--- src/rtl/pong_match_controller.sv ---
// -----------------------------------------------------------------------------
// pong_match_controller
//
// Match-level sequencer for the Pong game. Steps the game through
// IDLE -> SERVE -> PLAY -> POINT -> ... -> GAME_OVER, keeps both players'
// scores, holds the ball at centre outside PLAY, gates paddle motion and
// chooses which way the next serve launches. Runs entirely in the 50 MHz
// `clock` domain; the 30 Hz game rate arrives as a one-cycle game_tick.
//
// Ports
//   clock          in   50 MHz system clock
//   resetApp       in   asynchronous, active-high reset
//   game_tick      in   one-cycle pulse at the game rate (synchronous)
//   start_n        in   start key, active-low, asynchronous to clock
//   ball_y [8:0]   in   current ball row, 0..LCD_HEIGHT-1
//   state [2:0]    out  IDLE=0, SERVE=1, PLAY=2, POINT=3, GAME_OVER=4
//   ball_hold      out  1 = ball parked at centre
//   paddle_enable  out  1 = paddles may move (SERVE and PLAY)
//   serve_dir      out  0 = launch toward player 1 (top), 1 = toward player 2
//   score_1 [3:0]  out  player 1 score
//   score_2 [3:0]  out  player 2 score
//   point_pulse    out  one-cycle strobe on the cycle a point is scored
//   winner [1:0]   out  0 = none, 1 = player 1, 2 = player 2
// -----------------------------------------------------------------------------
module pong_match_controller #(
  parameter int LCD_HEIGHT  = 320,
  parameter int MAX_SCORE   = 10,
  parameter int GOAL_TOP    = 4,
  parameter int GOAL_BOTTOM = 315,
  parameter int SERVE_TICKS = 60,
  parameter int POINT_TICKS = 45
) (
  input  logic       clock,
  input  logic       resetApp,
  input  logic       game_tick,
  input  logic       start_n,
  input  logic [8:0] ball_y,
  output logic [2:0] state,
  output logic       ball_hold,
  output logic       paddle_enable,
  output logic       serve_dir,
  output logic [3:0] score_1,
  output logic [3:0] score_2,
  output logic       point_pulse,
  output logic [1:0] winner
);

  typedef enum logic [2:0] {
    ST_IDLE      = 3'd0,
    ST_SERVE     = 3'd1,
    ST_PLAY      = 3'd2,
    ST_POINT     = 3'd3,
    ST_GAME_OVER = 3'd4
  } state_t;

  // The bottom goal line can never sit below the last visible row, otherwise
  // a ball travelling off the bottom of the screen would never score.
  localparam int GOAL_BOTTOM_ROW =
    (GOAL_BOTTOM > LCD_HEIGHT - 1) ? (LCD_HEIGHT - 1) : GOAL_BOTTOM;

  localparam logic [8:0] GOAL_TOP_Y    = 9'(GOAL_TOP);
  localparam logic [8:0] GOAL_BOTTOM_Y = 9'(GOAL_BOTTOM_ROW);
  localparam logic [3:0] MAX_SCORE_L   = 4'(MAX_SCORE);
  localparam logic [7:0] SERVE_TICKS_L = 8'(SERVE_TICKS);
  localparam logic [7:0] POINT_TICKS_L = 8'(POINT_TICKS);

  // ---------------------------------------------------------------------------
  // Start key: two-flop synchroniser, then falling-edge detect. The detect
  // output is registered so the event lands three clocks after the pin falls.
  // All flops reset to the released (high) level so a key held down through
  // reset is not mistaken for a fresh press.
  // ---------------------------------------------------------------------------
  logic start_meta_reg;
  logic start_sync_reg;
  logic start_prev_reg;
  logic start_evt_reg;

  always_ff @(posedge clock or posedge resetApp) begin
    if (resetApp) begin
      start_meta_reg <= 1'b1;
      start_sync_reg <= 1'b1;
      start_prev_reg <= 1'b1;
      start_evt_reg  <= 1'b0;
    end else begin
      start_meta_reg <= start_n;
      start_sync_reg <= start_meta_reg;
      start_prev_reg <= start_sync_reg;
      start_evt_reg  <= start_prev_reg & ~start_sync_reg;
    end
  end

  // ---------------------------------------------------------------------------
  // Match state and datapath registers
  // ---------------------------------------------------------------------------
  state_t     state_reg,       state_next;
  logic [7:0] tick_cnt_reg,    tick_cnt_next;
  logic [3:0] score_1_reg,     score_1_next;
  logic [3:0] score_2_reg,     score_2_next;
  logic       serve_dir_reg,   serve_dir_next;
  logic [1:0] winner_reg,      winner_next;
  logic       point_pulse_reg, point_pulse_next;
  logic       ball_hold_reg;
  logic       paddle_enable_reg;

  // Saturating increments: the tick counter pins at 255 and scores pin at
  // MAX_SCORE, so neither can ever wrap back to a small value.
  logic [7:0] tick_cnt_inc;
  logic [3:0] score_1_inc;
  logic [3:0] score_2_inc;
  logic       goal_top;
  logic       goal_bottom;

  assign tick_cnt_inc = (tick_cnt_reg == 8'hFF) ? tick_cnt_reg : tick_cnt_reg + 8'd1;
  assign score_1_inc  = (score_1_reg >= MAX_SCORE_L) ? score_1_reg : score_1_reg + 4'd1;
  assign score_2_inc  = (score_2_reg >= MAX_SCORE_L) ? score_2_reg : score_2_reg + 4'd1;
  assign goal_top     = (ball_y <= GOAL_TOP_Y);
  assign goal_bottom  = (ball_y >= GOAL_BOTTOM_Y);

  always_ff @(posedge clock or posedge resetApp) begin
    if (resetApp) begin
      state_reg         <= ST_IDLE;
      tick_cnt_reg      <= 8'd0;
      score_1_reg       <= 4'd0;
      score_2_reg       <= 4'd0;
      serve_dir_reg     <= 1'b0;
      winner_reg        <= 2'd0;
      point_pulse_reg   <= 1'b0;
      ball_hold_reg     <= 1'b1;
      paddle_enable_reg <= 1'b0;
    end else begin
      state_reg         <= state_next;
      tick_cnt_reg      <= tick_cnt_next;
      score_1_reg       <= score_1_next;
      score_2_reg       <= score_2_next;
      serve_dir_reg     <= serve_dir_next;
      winner_reg        <= winner_next;
      point_pulse_reg   <= point_pulse_next;
      // Decoded from the next state so these registered flags change on the
      // same edge as the state they describe.
      ball_hold_reg     <= (state_next != ST_PLAY);
      paddle_enable_reg <= (state_next == ST_SERVE) || (state_next == ST_PLAY);
    end
  end

  // ---------------------------------------------------------------------------
  // Next-state and datapath update
  // ---------------------------------------------------------------------------
  always_comb begin
    state_next       = state_reg;
    tick_cnt_next    = tick_cnt_reg;
    score_1_next     = score_1_reg;
    score_2_next     = score_2_reg;
    serve_dir_next   = serve_dir_reg;
    winner_next      = winner_reg;
    point_pulse_next = 1'b0;

    case (state_reg)
      // A new match starts from either resting state. The start press takes
      // priority over a coincident game_tick, which is simply not counted.
      ST_IDLE, ST_GAME_OVER: begin
        if (start_evt_reg) begin
          state_next     = ST_SERVE;
          tick_cnt_next  = 8'd0;
          score_1_next   = 4'd0;
          score_2_next   = 4'd0;
          serve_dir_next = 1'b0;
          winner_next    = 2'd0;
        end
      end

      ST_SERVE: begin
        if (game_tick) begin
          if (tick_cnt_inc >= SERVE_TICKS_L) begin
            state_next    = ST_PLAY;
            tick_cnt_next = 8'd0;
          end else begin
            tick_cnt_next = tick_cnt_inc;
          end
        end
      end

      // Goals are judged only on game ticks, against the ball row seen on
      // that edge. The player who concedes receives the next serve.
      ST_PLAY: begin
        if (game_tick) begin
          if (goal_top) begin
            score_2_next     = score_2_inc;
            serve_dir_next   = 1'b0;
            point_pulse_next = 1'b1;
            tick_cnt_next    = 8'd0;
            if (score_2_inc == MAX_SCORE_L) begin
              state_next  = ST_GAME_OVER;
              winner_next = 2'd2;
            end else begin
              state_next = ST_POINT;
            end
          end else if (goal_bottom) begin
            score_1_next     = score_1_inc;
            serve_dir_next   = 1'b1;
            point_pulse_next = 1'b1;
            tick_cnt_next    = 8'd0;
            if (score_1_inc == MAX_SCORE_L) begin
              state_next  = ST_GAME_OVER;
              winner_next = 2'd1;
            end else begin
              state_next = ST_POINT;
            end
          end
        end
      end

      ST_POINT: begin
        if (game_tick) begin
          if (tick_cnt_inc >= POINT_TICKS_L) begin
            state_next    = ST_SERVE;
            tick_cnt_next = 8'd0;
          end else begin
            tick_cnt_next = tick_cnt_inc;
          end
        end
      end

      // Encodings 5..7 are unreachable in normal operation; recover to IDLE.
      default: begin
        state_next = ST_IDLE;
      end
    endcase
  end

  // ---------------------------------------------------------------------------
  // Outputs, all straight from registers
  // ---------------------------------------------------------------------------
  assign state         = state_reg;
  assign ball_hold     = ball_hold_reg;
  assign paddle_enable = paddle_enable_reg;
  assign serve_dir     = serve_dir_reg;
  assign score_1       = score_1_reg;
  assign score_2       = score_2_reg;
  assign point_pulse   = point_pulse_reg;
  assign winner        = winner_reg;

endmodule

--- config.mk ---
export PLATFORM = sky130hd
export DESIGN_NAME = pong_match_controller
export DESIGN_NICKNAME = d
export VERILOG_FILES = /design/src/rtl/pong_match_controller.sv
export SDC_FILE = /design/constraint.sdc
export NUM_CORES = 1
export LEC_CHECK = 0
export ABC_AREA = 1
export CAP_MARGIN = 20
export CORE_ASPECT_RATIO = 2
export CORE_UTILIZATION = 54
export CTS_CLUSTER_DIAMETER = 80
export DETAILED_ROUTE_END_ITERATION = 6
export PLACE_DENSITY = 0.88
export SLEW_MARGIN = 10
export SYNTH_ARGS = -nofsm -noshare
export SYNTH_HDL_FRONTEND = slang
export SYNTH_SLANG_ARGS = --single-unit
export TNS_END_PERCENT = 20
--- constraint.sdc ---
create_clock -name clock -period 1.91 [get_ports clock]
set_input_delay 0.382 -clock clock [delete_from_list [all_inputs] [get_ports clock]]
set_output_delay 0.382 -clock clock [all_outputs]
set_load 0.05 [all_outputs]
======== Word-level counts from Yosys, hierarchy flattened ========
Cells that the tools add are included.
storage, ports and cells
  register bits after elaboration ......... 29
  input port bits ......................... 13
  output and inout bits ................... 17
  word-level logic and storage cells ...... 101
operators by class
  $add $sub $neg .......................... 3
  $lt $le $gt $ge ......................... 6
  eq/ne operators ......................... 20
  mux-type cells .......................... 47
  bitwise gates (word level) .............. 2
  reductions and logical operators ........ 10
operator list
  kind                                                                               number
  8-bit 2-to-1 mux                                                                   9
  4-bit 2-to-1 mux                                                                   8
  8-bit one-hot mux with 4 select lines                                              1
  3-bit 2-to-1 mux                                                                   10
  8-bit by 6-bit >= comparator with 1-bit output (second input constant)             2
  4-bit one-hot mux with 2 select lines                                              2
  2-bit inequality test (second input constant)                                      7
  2-bit 2-to-1 mux                                                                   6
  3-bit one-hot mux with 4 select lines                                              1
  6-bit AND reduction                                                                2
  3-bit by 2-bit equality test with 1-bit output (second input constant)             3
  9-bit >= comparator (second input constant)                                        1
  9-bit by 3-bit less-or-equal comparator with 1-bit output (second input constant)  1
  3-bit inequality test (second input constant)                                      3
  4-bit by 1-bit adder with 4-bit output (second input constant)                     2
  8-bit by 1-bit adder with 8-bit output (second input constant)                     1
  4-bit equality test (second input constant)                                        2
  8-bit equality test (second input constant)                                        1
  4-bit >= comparator (second input constant)                                        2
  1-bit 2-to-1 mux                                                                   8
  4-bit AND reduction                                                                2
  3-bit by 1-bit equality test with 1-bit output (second input constant)             2
  5-bit AND reduction                                                                1
  2-bit one-hot mux with 2 select lines                                              1
  10 further kinds                                                                   10

======== Depth between registers and ports, before layout ========
Gate-level depths: netlist of run 1.
  depth in word-level cells ............... 10
  gate-level depth with buffers ........... 16

======== Worst setup path after synthesis of run 1 ========
No wires, ideal clock.
  path type ............................... register to register
  start ................................... register score_1_reg[0], in the netlist score_1[0]
  end ..................................... register paddle_enable_reg, in the netlist paddle_enable
  arrival time ............................ 1940 ps
  required time ........................... 1793 ps
  setup slack ............................. -147 ps
  cell stages (with the launch flop) ...... 17
  cell sequence ........................... dfrtp_1 -> inv_1 -> ha_1 -> nor2_1 -> nand2_1 -> nand2_1 -> nand2_1 -> nand2_1 -> nor2_1 -> nand2_1 -> nand2_1 -> nand2_1 -> nand2_1 -> nand3b_2 -> clkinv_1 -> nand2_2 -> nand2_2
between the ends
  longest elaborated chain between the ends .. 10
  elaborated cells between the ends (all ways) .. 12
RTL lines
  element                                                                                                           RTL line  RTL
  from (decl)                                                                                                       97        logic [3:0] score_1_reg, score_1_next;
  from (signal assigned)                                                                                            133       score_1_reg <= score_1_next;
  4-bit by 1-bit adder with 4-bit output or 4-bit >= comparator (tied branches)                                     114       assign score_1_inc = (score_1_reg >= MAX_SCORE_L) ? score_1_reg : score_1_reg + 4'd1;
  4-bit 2-to-1 mux *                                                                                                114
  4-bit equality test *                                                                                             202       if (score_1_inc == MAX_SCORE_L) begin
  3-bit 2-to-1 mux *                                                                                                202
  3-bit 2-to-1 mux *                                                                                                197       end else if (goal_bottom) begin
  3-bit 2-to-1 mux *                                                                                                186       if (goal_top) begin
  3-bit 2-to-1 mux *                                                                                                185       if (game_tick) begin
  3-bit one-hot mux with 4 select lines *                                                                           157       case (state_reg)
  via state_next[0]                                                                                                 95        state_t state_reg, state_next;
  3-bit by 1-bit equality test with 1-bit output or 3-bit by 2-bit equality test with 1-bit output (tied branches)  141       paddle_enable_reg <= (state_next == ST_SERVE) || (state_next == ST_PLAY);
  1-bit logical OR *                                                                                                141
  to (signal assigned)                                                                                              141
  to (decl)                                                                                                         103       logic paddle_enable_reg;
Mark *: on every way through the listed nets, which the timed path passes. The rest lies on a longest branch.
A chain may end at the register's enable or synchronous reset.

======== Final worst setup path of run 1 ========
  start ................................... register score_1_reg[0], in the netlist score_1[0]
  end ..................................... output port score_1[0]
RTL lines
  element    RTL line  RTL
  to (decl)  42        output logic [3:0] score_1,
No word-level cell between the ends.

==> flow_summary.yaml, run 1 <==
outcome:
  status: "completed"
timing:
  timing.fmax_mhz: 533
  slew_headroom_pct: 66.3
  fin_skew_ns: 0.00497
  postLayoutSetupSlackWorst_ns: 0.0348
  hold_violations: 0
  tightest_slew_ns: 0.504
  setup_viol: 0
  period_share_pct: 98.2
  slew_violations: 0
  fin_crit_ns: 1.88
  rsz0062_at_grt: "yes"
pwr:
  p_per_area_nw_per_um2: 1060
  leakagePower_nw: 1.23
  peakVddDrop_uv: 771
worst_hold_path:
  hp-start: "start_meta_reg$_DFF_PP1_"
  hp-class: "flip-flop to flip-flop"
  min_path_cells: 0
  min_to: "start_sync_reg$_DFF_PP1_"
detailed_routing:
  drtIter0Drc: 34
  postRouteWirelength_um: 4540
  dr.pass1.iters: 6
  drt-vias-per-instance: 5.36
  wl_per_cell_um: 12.8
  drcViolationCount: 0
  route.antenna.remaining_nets: 0
  via_count: 1903
yosys:
  synth_cell_type_count: 29
  syn_nets: 287
  seq_area_frac_synth_pct: 38.3
  synth_area_um2: 1910
  synthCells: 269
  yosysWarnings: 0
  ys_seq_elements: 29
  syn_avg_cell_area_um2: 7.09
setup_path:
  end_kind: "output port"
  reg2regPathDepth: 12
  path_delay_family: "buffers and inverters"
  startpoint_type: "flip-flop"
  r2r-start: "tick_cnt_reg[1]$_DFFE_PP0P_"
  path_class: "flip-flop to output port"
  critPathMaxFanout: 5
  cpPeakStageDelay_ns: 0.81
  required_ns: 1.53
  cp.arrival_ns: 1.49
  worst_path_max_delay_cell: "clkdlybuf4s50_1"
  timing.rr.end: "paddle_enable$_DFF_PP0_"
  crit_chain: "clkdlybuf4s50_1"
  r2r_slack_ns: 0.07
  cp_num_buf_inv: 1
placement:
  pre_cts_ws_ns: -0.267
  hpwl_um: 3480
  dpl_cell_area_um2: 2320
  port_buffers: 29
  gp_congestion: 0.832
cts:
  cts.clk_slew.worst_paths_ns: 0.06
  clockBufferDepth: 2
  cts_tree: "done"
  numCtsBuffers: 5
  clockRootBuffer: "clkbuf_8"
  cts_max_level: 2
  hold_buffers: 0
  cts_sinks: 29
  insertion_delay_ns: 0.28
final_layout:
  nFillCells: 284
  diodes: 0
  largest_reg_flops: 8
  stdcell_area_um2: 2460
  area_growth_pct: 29.1
  nets: 340
  drive_above_1_share_pct: 25.4
die:
  io_pins: 30
  dieArea_um2: 3790
  fp.dieW_um: 44.0
  rows: 30
  core-area_um2: 3380
  start_util_pct: 56.5
  fp.dieH_um: 86.1
flow_run:
  drv_cap: 0
global_routing:
  overflow: 0
  grt_pass1_vias: 1825
  grtUsageTotal_pct: 25.3
  grt_start_max_net_pins: 30
  grt_pass1_wl_um: 7200
  antenna_found_initial: 0
## where the power goes
part | internal [mW] | switching, mW
sequential | 0.733 | 0.116
combinational | 0.465 | 0.820
clock | 0.252 | 0.229
total | 1.45 | 1.17
## metal layers
layer / up-vias / track usage, % / wire, µm
met5: - / 0 / 0
met2: 39 / 51.5 / 2710
li1: 962 / - / -
met4: 0 / 12.1 / 210
met3: 23 / 4.84 / 108
met1: 879 / 20.7 / 1510
## layout by cell type, fill, tap and decap left out, types with 6 or more instances in the layout
cell / synthesis / layout
nand2_1: 75 / 72
inv_1: 40 / 38
buf_4: 0 / 29
nand3_1: 28 / 27
nor2_1: 28 / 24
dfrtp_1: 25 / 22
clkdlybuf4s50_1: 0 / 17
nand2_2: 9 / 12
o21ai_0: 13 / 12
nor2_2: 3 / 7
a21oi_1: 7 / 6
## metrics by stage
step	cells	total power [mW]	utilization [%]	hold WS (ns)	TNS, ns
after global placement	345	2.06	68.8	0.347	-3.17
after detailed placement	345	2.09	68.8	0.349	-3.85
after global routing	355	2.77	72.9	0.359	-0.578
final	355	2.61	72.9	0.358	0
after CTS	353	2.57	71.3	0.358	0
after floorplan	269	1.70	-	0.345	-0.0205
## how the worst max path moves through the flow
| stage | startpoint | end | slack, ns | cells past startpoint |
|---|---|---|---|---|
| floorplan | score_2[1]$_DFFE_PP0P_ | paddle_enable$_DFF_PP0_ | -0.02 | 12 |
| global placement | ball_y[3] | winner[1]$_DFFE_PP0P_ | -0.27 | 8 |
| detailed placement | ball_y[3] | winner[1]$_DFFE_PP0P_ | -0.27 | 8 |
| CTS | score_1[0]$_DFFE_PP0P_ | winner[1]$_DFFE_PP0P_ | 0.003 | 13 |
| global route | ball_y[7] | tick_cnt_reg[1]$_DFFE_PP0P_ | -0.08 | 11 |
| finish | score_1[0]$_DFFE_PP0P_ | score_1[0] | 0.03 | 1 |
## kinds of logic (layout without fill, tap and decap cells)
logic type               count (synthesis)  after routing  synth area share, %
XOR/XNOR                                 1              1                0.459
buffers and inverters                   44             98                 8.66
AND/OR/NAND/NOR                        157            157                 38.3
AO/OA/AOI/OAI                           33             33                 11.0
flip-flops                              29             29                 38.3
adder cells (fa/ha/maj)                  5              5                 3.28
## synth_stat cells, drive strengths merged
master	count	area (µm²)
or2	1	8.76
nand4	3	18.8
o21ai	16	80.1
a22oi	1	7.51
a21oi	7	35.0
o22ai	4	38.8
o21bai	1	7.51
inv	43	161
xnor2	1	8.76
o31ai	2	15.0
ha	5	62.6
nor3	3	26.3
nand3	31	170
dfstp	4	105
o211ai	1	7.51
nor2	34	158
nand3b	1	11.3
a21boi	1	18.8
dfrtp	25	626
clkinv	1	3.75
nand2	84	338
## area by class of cell
type                    count  area (µm²)  share of cell area [%]
multi-input cells         196        1050                    42.8
flip-flops and latches     29         734                    29.8
repair buffers             46         388                    15.7
inverters                  44         165                    6.70
clock buffers               6        72.6                    2.95
well taps                  32        40.0                    1.63
clock inverters             2        10.0                   0.406
## repair_timing
| item | 4_1_cts | 5_1_grt |
|---|---|---|
| resized for setup | 0 | 15 |
| setup buffers | 0 | 2 |
| setup endpoints to repair | 0 | 10 |
Note: power is estimated with default switching activity, not from simulation.
==> run 2, diff against run 1 <==
--- a/config.mk
+++ b/config.mk
@@ -6,8 +6,10 @@
 export NUM_CORES = 1
 export LEC_CHECK = 0
 export ABC_AREA = 1
+export ABC_CLOCK_PERIOD_IN_PS = 1910
 export CAP_MARGIN = 20
 export CORE_ASPECT_RATIO = 2
+export CORE_MARGIN = 5
 export CORE_UTILIZATION = 54
 export CTS_CLUSTER_DIAMETER = 80
 export DETAILED_ROUTE_END_ITERATION = 6
==> run 2 against run 1 <==
Against the previous run: core utilization shrank 0.25 points; final cell count is 5.6% higher; total power decreased by 0.35%; global-route usage fell by 4.0 points; combinational power hardly changed; register-to-register slack got worse by 0.04 ns; die area grew 29%; via count rose by 3.1%.
==> flow_summary.yaml, run 2 (synthesis results as in run 1) <==
setup_path:
  cp-endpoint: "winner[1]$_DFFE_PP0P_"
  critPathMaxFanout: 4
  path_class: "flip-flop to flip-flop"
  critPathLaunch: "score_1[0]$_DFFE_PP0P_"
  path_delay_family: "simple AND/OR/NAND/NOR gates"
  cp.depth: 13
  cp.arrival_ns: 2.04
  startpoint_type: "flip-flop"
  worst_path_max_delay_cell: "dfrtp_2"
  cp_num_buf_inv: 1
  cpPeakStageDelay_ns: 0.40
  timing.critical_path.mode_cell: "nand2_1"
  timing.rr.end: "winner[1]$_DFFE_PP0P_"
  r2r-start: "score_1[0]$_DFFE_PP0P_"
  r2r_slack_ns: 0.03
  reg2regPathDepth: 13
  end_kind: "flip-flop"
  required_ns: 2.08
  crit_chain: "inv_1 > ha_1 > nor2_1 > nand2_1 > nand2_1 > nand2_1 > nand2_1 > nor2_1 > nand2_2 > a21oi_1 > o21ai_1 > nand2_1 > o21ai_1"
timing:
  rsz0062_at_grt: "yes"
  fin_setup_tns_ns: 0
  setup_viol: 0
  period_share_pct: 98.3
  slew_violations: 0
  fin_skew_ns: 0.00449
  hold_violations: 0
  fin_crit_ns: 1.88
  slew_headroom_pct: 66.8
  timing.fmax_mhz: 533
  tightest_slew_ns: 0.497
placement:
  hpwl_um: 3600
  gp_congestion: 0.870
  port_buffers: 29
pwr:
  power_mw: 2.61
  peakVddDrop_uv: 892
  p_per_area_nw_per_um2: 1050
  leakagePower_nw: 1.25
global_routing:
  antenna_found_initial: 0
  grt_pass1_wl_um: 7920
  grtUsageTotal_pct: 21.3
  grt_pass1_vias: 1934
  overflow: 0
  grt_start_max_net_pins: 30
final_layout:
  multi_input_area_um2: 1030
  largest_reg_flops: 8
  drive_above_1_share_pct: 24.5
  nFillCells: 270
  nets: 344
  final_common_cell: "nand2_1"
  area_growth_pct: 30.1
  layout_common_cells: "nand2_1 (73), inv_1 (40), buf_4 (35)"
  diodes: 0
  finish.utilization_pct: 72.7
  ff_latch_area_um2: 734
detailed_routing:
  route.antenna.remaining_nets: 0
  wl_met2_um: 2720
  top_layer: "met4"
  met3WireLength_um: 145
  wl_per_cell_um: 12.3
  drt-vias-per-instance: 5.23
  postRouteWirelength_um: 4600
  m1WireLength_um: 1560
  dr.pass1.iters: 4
  drtIter0Drc: 51
  via_count: 1962
  drcViolationCount: 0
flow_run:
  drv_cap: 0
cts:
  numCtsBuffers: 5
  insertion_delay_ns: 0.28
  clockRootBuffer: "clkbuf_8"
  hold_buffers: 0
  cts_sinks: 29
  cts_tree: "done"
  cts_max_level: 2
  clockBufferDepth: 2
  cts.clk_slew.worst_paths_ns: 0.06
worst_hold_path:
  min_path_cells: 0
  hp-class: "flip-flop to flip-flop"
outcome:
  status: "completed"
die:
  dieArea_um2: 4890
  rows: 30
  fp.dieH_um: 94.1
  core-area_um2: 3420
  fp.dieW_um: 52.0
  io_pins: 30
  start_util_pct: 55.9
-- run 2: changes by cell type in the layout (fill, tap and decap cells not counted), moves of 2 or more --
cell,before,now
inv_2,5,3
inv_1,38,40
buf_4,29,35
nor2_2,7,5
clkdlybuf4s50_1,17,15
nor2_1,24,26
-- run 2: worst min path at each step --
stage                                        start                  endpoint  slack (ns)
after detailed placement  start_meta_reg$_DFF_PP1_  start_sync_reg$_DFF_PP1_        0.35
final                     start_meta_reg$_DFF_PP1_  start_sync_reg$_DFF_PP1_        0.36
after global routing      start_meta_reg$_DFF_PP1_  start_sync_reg$_DFF_PP1_        0.37
after global placement    start_meta_reg$_DFF_PP1_  start_sync_reg$_DFF_PP1_        0.35
after CTS                 start_meta_reg$_DFF_PP1_  start_sync_reg$_DFF_PP1_        0.36
after floorplan           start_meta_reg$_DFF_PP1_  start_sync_reg$_DFF_PP1_        0.35
-- run 2: power by group --
part | total [mW] | internal (mW) | switching (mW)
Combinational | 1.28 | 0.464 | 0.821
Clock | 0.486 | 0.252 | 0.234
Sequential | 0.835 | 0.733 | 0.102
Total | 2.61 | 1.45 | 1.16
-- run 2: metrics by stage --
stage / setup WS (ns) / cells / hold slack, ns / cell area [µm²]
6_report: 0.0326 / 375 / 0.356 / 2480
5_1_grt: -0.110 / 375 / 0.365 / 2480
4_1_cts: 0.0386 / 370 / 0.357 / 2430
3_5_place_dp: -0.270 / 362 / 0.348 / 2350
3_3_place_gp: -0.206 / 362 / 0.347 / 2350
2_1_floorplan: -0.0205 / 269 / 0.345 / 1910
-- run 2: what timing repair did --
item	in CTS	in global routing
gates resized for setup	1	5
setup buffers	0	5
setup endpoints to repair	1	14
pin swaps	0	1
-- run 2: metal layers --
metal | up-vias | GRT usage, %
met5 | - | 0
met4 | 0 | 13.3
met3 | 19 | 3.18
met2 | 44 | 40.4
met1 | 916 | 19.7
li1 | 983 | -
-- run 2: final cells by class --
type / count / area share, %
tap: 48 / 2.42
sequential: 29 / 29.6
clock inverter: 2 / 0.403
timing repair buffer: 50 / 16.6
inverter: 44 / 6.65
clock buffer: 6 / 2.92
multi-input combinational: 196 / 41.4
-- run 2: worst register-to-register path, stage by stage (launching register included) --
cell and delay [ns]:
dfrtp_2 0.40, inv_1 0.09, ha_1 0.18, nor2_1 0.05, nand2_1 0.10, nand2_1 0.08
nand2_1 0.07, nand2_1 0.08, nor2_1 0.16, nand2_2 0.11, a21oi_1 0.17, o21ai_1 0.14
nand2_1 0.08, o21ai_1 0.06
